File: config.mk
export PLATFORM = sky130hd
export DESIGN_NAME = stage_fifo_flat
export DESIGN_NICKNAME = d
export VERILOG_FILES = /design/src/rtl/stage_fifo_pkg.sv /design/src/rtl/stage_fifo_if.sv /design/src/rtl/stage_fifo_ptr.sv /design/src/rtl/stage_fifo.sv /design/src/flat_wrapper.sv
export SDC_FILE = /design/constraint.sdc
export NUM_CORES = 1
export LEC_CHECK = 0
export ABC_AREA = 1
export CAP_MARGIN = 20
export CORE_MARGIN = 1
export CORE_UTILIZATION = 40
export DETAILED_ROUTE_END_ITERATION = 10
export PLACE_DENSITY = 0.68
export SETUP_SLACK_MARGIN = 0.4
export SLEW_MARGIN = 10
export SYNTH_ARGS = -nofsm -noshare
export SYNTH_HDL_FRONTEND = slang
export SYNTH_HIERARCHICAL = 1
export SYNTH_SLANG_ARGS = --single-unit
export TNS_END_PERCENT = 10
File: constraint.sdc
create_clock -name clk_in -period 6.3 [get_ports clk_in]
set_input_delay 1.26 -clock clk_in [delete_from_list [all_inputs] [get_ports clk_in]]
set_output_delay 1.26 -clock clk_in [all_outputs]
set_load 0.02 [all_outputs]
File: src/rtl/stage_fifo_pkg.sv
// stage_fifo_pkg
// Shared definitions for the stage_fifo elastic buffer:
//   STAGE_FIFO_MAX_DEPTH - largest supported DEPTH
//   cnt_op_e             - occupancy counter operation selected each cycle
//   ptr_width()          - pointer width for a given DEPTH (at least 1 bit)
package stage_fifo_pkg;

  localparam int STAGE_FIFO_MAX_DEPTH = 64;

  typedef enum logic [1:0] {
    CNT_HOLD,
    CNT_INC,
    CNT_DEC,
    CNT_CLR
  } cnt_op_e;

  // A single-entry buffer still needs a 1-bit pointer so vectors stay legal.
  function automatic int ptr_width(input int depth);
    return (depth > 1) ? $clog2(depth) : 1;
  endfunction

endpackage

File: src/rtl/stage_fifo_if.sv
// stage_fifo_if
// valid/rdy link through a stage_fifo. Signal names are given from the
// buffer's point of view.
//   master : the stage environment (drives src_valid/src_data and dst_rdy)
//   slave  : the stage_fifo itself (drives src_rdy and dst_valid/dst_data)
interface stage_fifo_if #(
  parameter int DW = 32
);

  logic          src_valid_in;
  logic [DW-1:0] src_data_in;
  logic          src_rdy_out;
  logic          dst_valid_out;
  logic [DW-1:0] dst_data_out;
  logic          dst_rdy_in;

  modport master (
    output src_valid_in, src_data_in, dst_rdy_in,
    input  src_rdy_out, dst_valid_out, dst_data_out
  );

  modport slave (
    input  src_valid_in, src_data_in, dst_rdy_in,
    output src_rdy_out, dst_valid_out, dst_data_out
  );

endinterface

File: src/rtl/stage_fifo_ptr.sv
// stage_fifo_ptr
// Modulo-DEPTH pointer. DEPTH need not be a power of two, so the wrap from
// DEPTH-1 to 0 is explicit.
//   clk_in   - clock
//   reset_in - asynchronous active-low reset (pointer -> 0)
//   clr_in   - synchronous clear (pointer -> 0), wins over inc_in
//   inc_in   - advance by one entry
//   ptr_out  - current pointer
module stage_fifo_ptr
  import stage_fifo_pkg::*;
#(
  parameter  int DEPTH = 2,
  localparam int PTR_W = ptr_width(DEPTH)
) (
  input  logic             clk_in,
  input  logic             reset_in,
  input  logic             clr_in,
  input  logic             inc_in,
  output logic [PTR_W-1:0] ptr_out
);

  localparam logic [PTR_W-1:0] LAST = PTR_W'(DEPTH - 1);

  always_ff @(posedge clk_in or negedge reset_in) begin
    if (!reset_in) begin
      ptr_out <= '0;
    end else if (clr_in) begin
      ptr_out <= '0;
    end else if (inc_in) begin
      ptr_out <= (ptr_out == LAST) ? '0 : ptr_out + 1'b1;
    end
  end

endmodule

File: src/rtl/stage_fifo.sv
// stage_fifo
// Elastic DEPTH x DW buffer for a valid/rdy link between pipeline stages.
// src_rdy depends only on registered occupancy and flush, so there is no
// combinational path from dst_rdy to src_rdy.
//   clk_in      - clock
//   reset_in    - asynchronous active-low reset (contents dropped)
//   flush_in    - synchronous flush; masks both handshakes this cycle
//   peak_clr_in - synchronous clear of the high-water mark
//   link        - slave side of stage_fifo_if (src_* in, dst_* out)
//   count_out   - occupancy
//   full_out    - occupancy == DEPTH
//   empty_out   - occupancy == 0
//   peak_out    - highest occupancy since reset or last peak clear
// Optional: define STAGE_FIFO_BYPASS_EN to let an item cross an empty buffer
// combinationally (not stored when dst_rdy accepts it the same cycle).
module stage_fifo
  import stage_fifo_pkg::*;
#(
  parameter  int DW    = 32,
  parameter  int DEPTH = 2,
  localparam int CNT_W = $clog2(DEPTH + 1)
) (
  input  logic             clk_in,
  input  logic             reset_in,
  input  logic             flush_in,
  input  logic             peak_clr_in,
  stage_fifo_if.slave      link,
  output logic [CNT_W-1:0] count_out,
  output logic             full_out,
  output logic             empty_out,
  output logic [CNT_W-1:0] peak_out
);

  localparam int PTR_W = ptr_width(DEPTH);

  logic [DW-1:0]    mem [DEPTH];
  logic [PTR_W-1:0] wr_ptr;
  logic [PTR_W-1:0] rd_ptr;
  logic [CNT_W-1:0] count_q;
  logic [CNT_W-1:0] count_next;
  logic [CNT_W-1:0] peak_q;
  logic [CNT_W-1:0] peak_next;
  logic             full;
  logic             empty;
  logic             src_rdy;
  logic             dst_valid;
  logic [DW-1:0]    dst_data;
  logic             push;
  logic             pop;
  logic             write_en;
  logic             read_en;
  cnt_op_e          cnt_op;

  assign full    = (count_q == CNT_W'(DEPTH));
  assign empty   = (count_q == '0);
  assign src_rdy = !full && !flush_in;
  assign push    = link.src_valid_in && src_rdy;

`ifdef STAGE_FIFO_BYPASS_EN
  // While empty the upstream item is shown directly downstream; if it is
  // taken in the same cycle it never touches storage.
  assign dst_valid = (!empty || link.src_valid_in) && !flush_in;
  assign dst_data  = empty ? link.src_data_in : mem[rd_ptr];
  assign pop       = dst_valid && link.dst_rdy_in;
  assign write_en  = push && !(pop && empty);
  assign read_en   = pop && !empty;
`else
  // Storage is not reset, so the head is forced to 0 while empty.
  assign dst_valid = !empty && !flush_in;
  assign dst_data  = empty ? '0 : mem[rd_ptr];
  assign pop       = dst_valid && link.dst_rdy_in;
  assign write_en  = push;
  assign read_en   = pop;
`endif

  assign link.src_rdy_out   = src_rdy;
  assign link.dst_valid_out = dst_valid;
  assign link.dst_data_out  = dst_data;
  assign count_out          = count_q;
  assign full_out           = full;
  assign empty_out          = empty;
  assign peak_out           = peak_q;

  stage_fifo_ptr #(.DEPTH(DEPTH)) u_wr_ptr (
    .clk_in   (clk_in),
    .reset_in (reset_in),
    .clr_in   (flush_in),
    .inc_in   (write_en),
    .ptr_out  (wr_ptr)
  );

  stage_fifo_ptr #(.DEPTH(DEPTH)) u_rd_ptr (
    .clk_in   (clk_in),
    .reset_in (reset_in),
    .clr_in   (flush_in),
    .inc_in   (read_en),
    .ptr_out  (rd_ptr)
  );

  always_ff @(posedge clk_in) begin
    if (write_en) begin
      mem[wr_ptr] <= link.src_data_in;
    end
  end

  always_comb begin
    cnt_op = CNT_HOLD;
    if (flush_in) begin
      cnt_op = CNT_CLR;
    end else if (write_en && !read_en) begin
      cnt_op = CNT_INC;
    end else if (read_en && !write_en) begin
      cnt_op = CNT_DEC;
    end
  end

  always_comb begin
    count_next = count_q;
    case (cnt_op)
      CNT_INC: count_next = count_q + 1'b1;
      CNT_DEC: count_next = count_q - 1'b1;
      CNT_CLR: count_next = '0;
      default: count_next = count_q;
    endcase
  end

  // Flush leaves the high-water mark alone and overrides a peak clear.
  always_comb begin
    peak_next = peak_q;
    if (flush_in) begin
      peak_next = peak_q;
    end else if (peak_clr_in) begin
      peak_next = push ? count_next : '0;
    end else if (count_next > peak_q) begin
      peak_next = count_next;
    end
  end

  always_ff @(posedge clk_in or negedge reset_in) begin
    if (!reset_in) begin
      count_q <= '0;
      peak_q  <= '0;
    end else begin
      count_q <= count_next;
      peak_q  <= peak_next;
    end
  end

  a_no_push_full: assert property (@(posedge clk_in) disable iff (!reset_in)
    !(write_en && full));

  a_no_pop_empty: assert property (@(posedge clk_in) disable iff (!reset_in)
    !(read_en && empty));

  a_src_stable: assert property (@(posedge clk_in) disable iff (!reset_in)
    (link.src_valid_in && !src_rdy && !flush_in) |=>
      (!link.src_valid_in || $stable(link.src_data_in)));

endmodule

File: src/flat_wrapper.sv
// flat-port wrapper written by rule: the top's interface ports become plain ports
module stage_fifo_flat import stage_fifo_pkg::*;
#(
  parameter  int DW    = 32,
  parameter  int DEPTH = 2,
  localparam int CNT_W = $clog2(DEPTH + 1)
)
  (clk_in, reset_in, flush_in, peak_clr_in, count_out, full_out, empty_out, peak_out, link_src_valid_in, link_src_data_in, link_dst_rdy_in, link_src_rdy_out, link_dst_valid_out, link_dst_data_out);
  stage_fifo_if #(.DW(DW)) link_i ();
  input  logic clk_in;
  input  logic reset_in;
  input  logic flush_in;
  input  logic peak_clr_in;
  output logic [CNT_W-1:0] count_out;
  output logic full_out;
  output logic empty_out;
  output logic [CNT_W-1:0] peak_out;
  input wire logic [$bits(link_i.src_valid_in)-1:0] link_src_valid_in;
  input wire logic [$bits(link_i.src_data_in)-1:0] link_src_data_in;
  input wire logic [$bits(link_i.dst_rdy_in)-1:0] link_dst_rdy_in;
  output wire logic [$bits(link_i.src_rdy_out)-1:0] link_src_rdy_out;
  output wire logic [$bits(link_i.dst_valid_out)-1:0] link_dst_valid_out;
  output wire logic [$bits(link_i.dst_data_out)-1:0] link_dst_data_out;
  assign link_i.src_valid_in = link_src_valid_in;
  assign link_i.src_data_in = link_src_data_in;
  assign link_i.dst_rdy_in = link_dst_rdy_in;
  assign link_src_rdy_out = link_i.src_rdy_out;
  assign link_dst_valid_out = link_i.dst_valid_out;
  assign link_dst_data_out = link_i.dst_data_out;
  stage_fifo #(.DW(DW), .DEPTH(DEPTH)) u_core (.clk_in(clk_in), .reset_in(reset_in), .flush_in(flush_in), .peak_clr_in(peak_clr_in), .link(link_i), .count_out(count_out), .full_out(full_out), .empty_out(empty_out), .peak_out(peak_out));
endmodule
==> impl_metrics.py <==
metrics = {
    "run_status": {
        "status": "finished, final reports clean",
    },
    "yosys": {
        "synthSimpleGateAreaFrac_pct": 14.5,
        "synth_top_area_cell": "edfxtp_1",
        "synth_compound_area_share_pct": 6.45,
        "muxShareOfSynthArea_pct": 0,
        "synth-seq-cells": 70,
        "async_flop_share_pct": 8.57,
        "synth_nets": 282,
        "synthCells": 240,
        "ys_seq_area_share_pct": 73.2,
        "synth_top_family_by_area": "simple AND/OR/NAND/NOR gates",
        "synth.distinct_cells": 18,
        "synth-adder-area-share_pct": 1.77,
        "synth_most_common_cell": "nand2_1",
        "syn_area_um2": 2830,
        "yosys_most_used_dff": "edfxtp_1",
        "ys_top_cells_by_area": "edfxtp_1, nand2_1, a21oi_1, dfrtp_1, inv_1",
        "yosysTopAreaCellShare_pct": 67.9,
        "ys_warn_count": 6,
        "synth.avg_cell_area_um2": 11.8,
        "synth-edff-count": 64,
        "synthXorXnorAreaFrac_pct": 0,
        "synth_commonest_cells": "nand2_1, edfxtp_1, a21oi_1",
    },
    "critical_path": {
        "crit_path_start_kind": "primary input",
        "cp-end-kind": "output port",
        "arrival_ns": 2.57,
        "path_max_fanout": 6,
        "critPathKind": "primary input to output port",
        "worstRegToRegCells": 17,
        "required_ns": 5.04,
    },
    "route": {
        "drtPass1Iterations": 4,
        "ant_nets": 0,
        "vias": 1932,
        "wl_per_cell_um": 12.8,
        "drc": 0,
        "vias_per_cell": 4.61,
        "wl_um": 5380,
        "drt_iter0_markers": 51,
    },
    "hold_path": {
        "min_path_cells": 2,
        "hold_class": "flip-flop to flip-flop",
    },
    "sta": {
        "fin_crit_ns": 3.83,
        "rsz0062_at_grt": "false",
        "timing.fmax_ghz": 0.261,
        "slew_headroom_pct": 30.1,
        "layout_setup_ws_ns": 2.47,
        "hold_slack_ns": 0.526,
        "fin_skew_ns": 0.00764,
        "tns_ns": 0,
        "setup_violations": 0,
        "finalCritPeriodShare_pct": 60.7,
        "slew_viol_final": 0,
        "tightest_slew_ns": 1.05,
        "hold_viol": 0,
    },
    "global_routing": {
        "grt_pass1_wl_um": 8540,
        "antenna_found_initial": 0,
        "grt_usage_pct": 15.5,
        "gr-total-overflow": 0,
        "grt_max_degree": 36,
        "grt_pass1_vias": 1869,
    },
    "place": {
        "io_buffers": 77,
        "place_congestion": 0.771,
        "dpl.hpwl_um": 3280,
        "pre_cts_slack_ns": 2.32,
    },
    "clock_tree": {
        "h-tree-depth": 3,
        "clockBufferDepth": 2,
        "cts_sinks": 70,
        "cts_root_buf": "clkbuf_8",
        "numCtsBuffers": 9,
        "hold_buffers": 0,
        "clk_pin_slew_worst_paths_ns": 0.07,
        "cts.repair.resized": 0,
        "clock_latency_ns": 0.33,
        "cts_tree": "yes",
        "postCtsSetupRepairBufs": 0,
    },
    "pwr": {
        "leakage_nw": 1.45,
        "ir_drop_mv": 0.213,
        "pwr_density_cell_nw_per_um2": 380,
        "p_total_w": 0.00147,
    },
    "floorplanning": {
        "pin_count": 78,
        "die_h_um": 86.1,
        "die_w_um": 86.1,
        "rows": 30,
        "start_util_pct": 41.4,
        "die_area_um2": 7420,
        "core_area_um2": 6830,
    },
    "layout": {
        "n_antenna_cell": 0,
        "fill_cells": 578,
        "seq_area_um2": 2070,
        "area_delta_synth_final_pct": 36.4,
        "multi_input_area_um2": 658,
        "fin_nets": 361,
        "drive_above_1_share_pct": 8.36,
        "final_util_pct": 56.5,
    },
    "flow_run": {
        "drv_cap": 0,
    },
}
[through the flow]
step | cell area (µm²) | cells
after floorplan | 2830 | 240
after global placement | 3700 | 404
after detailed placement | 3700 | 404
after CTS | 3860 | 419
after global routing | 3860 | 419
final | 3860 | 419
[cells in the final DEF, fill, tap and decap left out]
cell type	count
edfxtp_1	64
a21oi_1	32
nand3_1	2
or2_1	1
nor2_2	2
clkdlybuf4s50_1	77
inv_1	15
a21oi_2	1
nor2_1	6
nand2_1	88
o21ai_2	1
dfrtp_1	6
clkinv_2	3
buf_4	1
nor2_4	3
o21ai_0	1
clkbuf_8	9
clkinvlp_4	1
clkinv_4	2
ha_1	4
inv_2	3
nand3_2	1
[flip-flops by register name, summed over array words and instances (netlist names)]
signal and cells:
u_core/count_out 2, u_core/mem 64, u_core/peak_out 2, u_core/u_rd_ptr/ptr_out 1, u_core/u_wr_ptr/ptr_out 1
[final cells by class]
cell class                      instances  share of cell area (%)
Tap cell                               96                    3.11
Clock buffer                            9                    3.21
Clock inverter                          6                    1.04
Inverter                               18                    1.75
Multi-Input combinational cell        142                    17.1
Timing Repair Buffer                   78                    20.2
Sequential cell                        70                    53.7
[worst paths after layout]
check	from	slack (ns)	to
min in group asynchronous	reset_in	1.19	u_core/u_wr_ptr/ptr_out
max in group asynchronous	reset_in	4.88	u_core/count_out[1]
min	u_core/peak_out[0]	0.53	u_core/peak_out[0]
min reg2reg	u_core/peak_out[0]	0.53	u_core/peak_out[0]
max reg2reg	u_core/count_out[0]	3.26	u_core/peak_out[1]
max	flush_in	2.47	link_dst_valid_out
[kinds of logic after synthesis]
| logic type | count (synthesis) |
|---|---|
| AND/OR/NAND/NOR | 103 |
| buffers and inverters | 28 |
| flip-flops | 70 |
| AO/OA/AOI/OAI | 35 |
| adder cells (fa/ha/maj) | 4 |
[routing by layer]
metal | global-route usage [%] | wire (µm)
met1 | 17.9 | 2300
met2 | 26.7 | 2690
met3 | 5.68 | 332
met4 | 5.30 | 62
met5 | 0 | 0
[worst max-delay path, stage by stage]
cell             delay (ns)
clkdlybuf4s50_1        0.51
nor2_2                 0.18
clkdlybuf4s50_1        0.62
[report_power, final]
| group | total (W) | internal [W] | switching (W) | leakage [nW] |
|---|---|---|---|---|
| Sequential | 0.000573 | 0.000551 | 0.0000221 | 0.664 |
| Clock | 0.000297 | 0.000140 | 0.000158 | 0.0848 |
| Combinational | 0.000595 | 0.000254 | 0.000341 | 0.700 |
(Power assumes the default switching activity.)
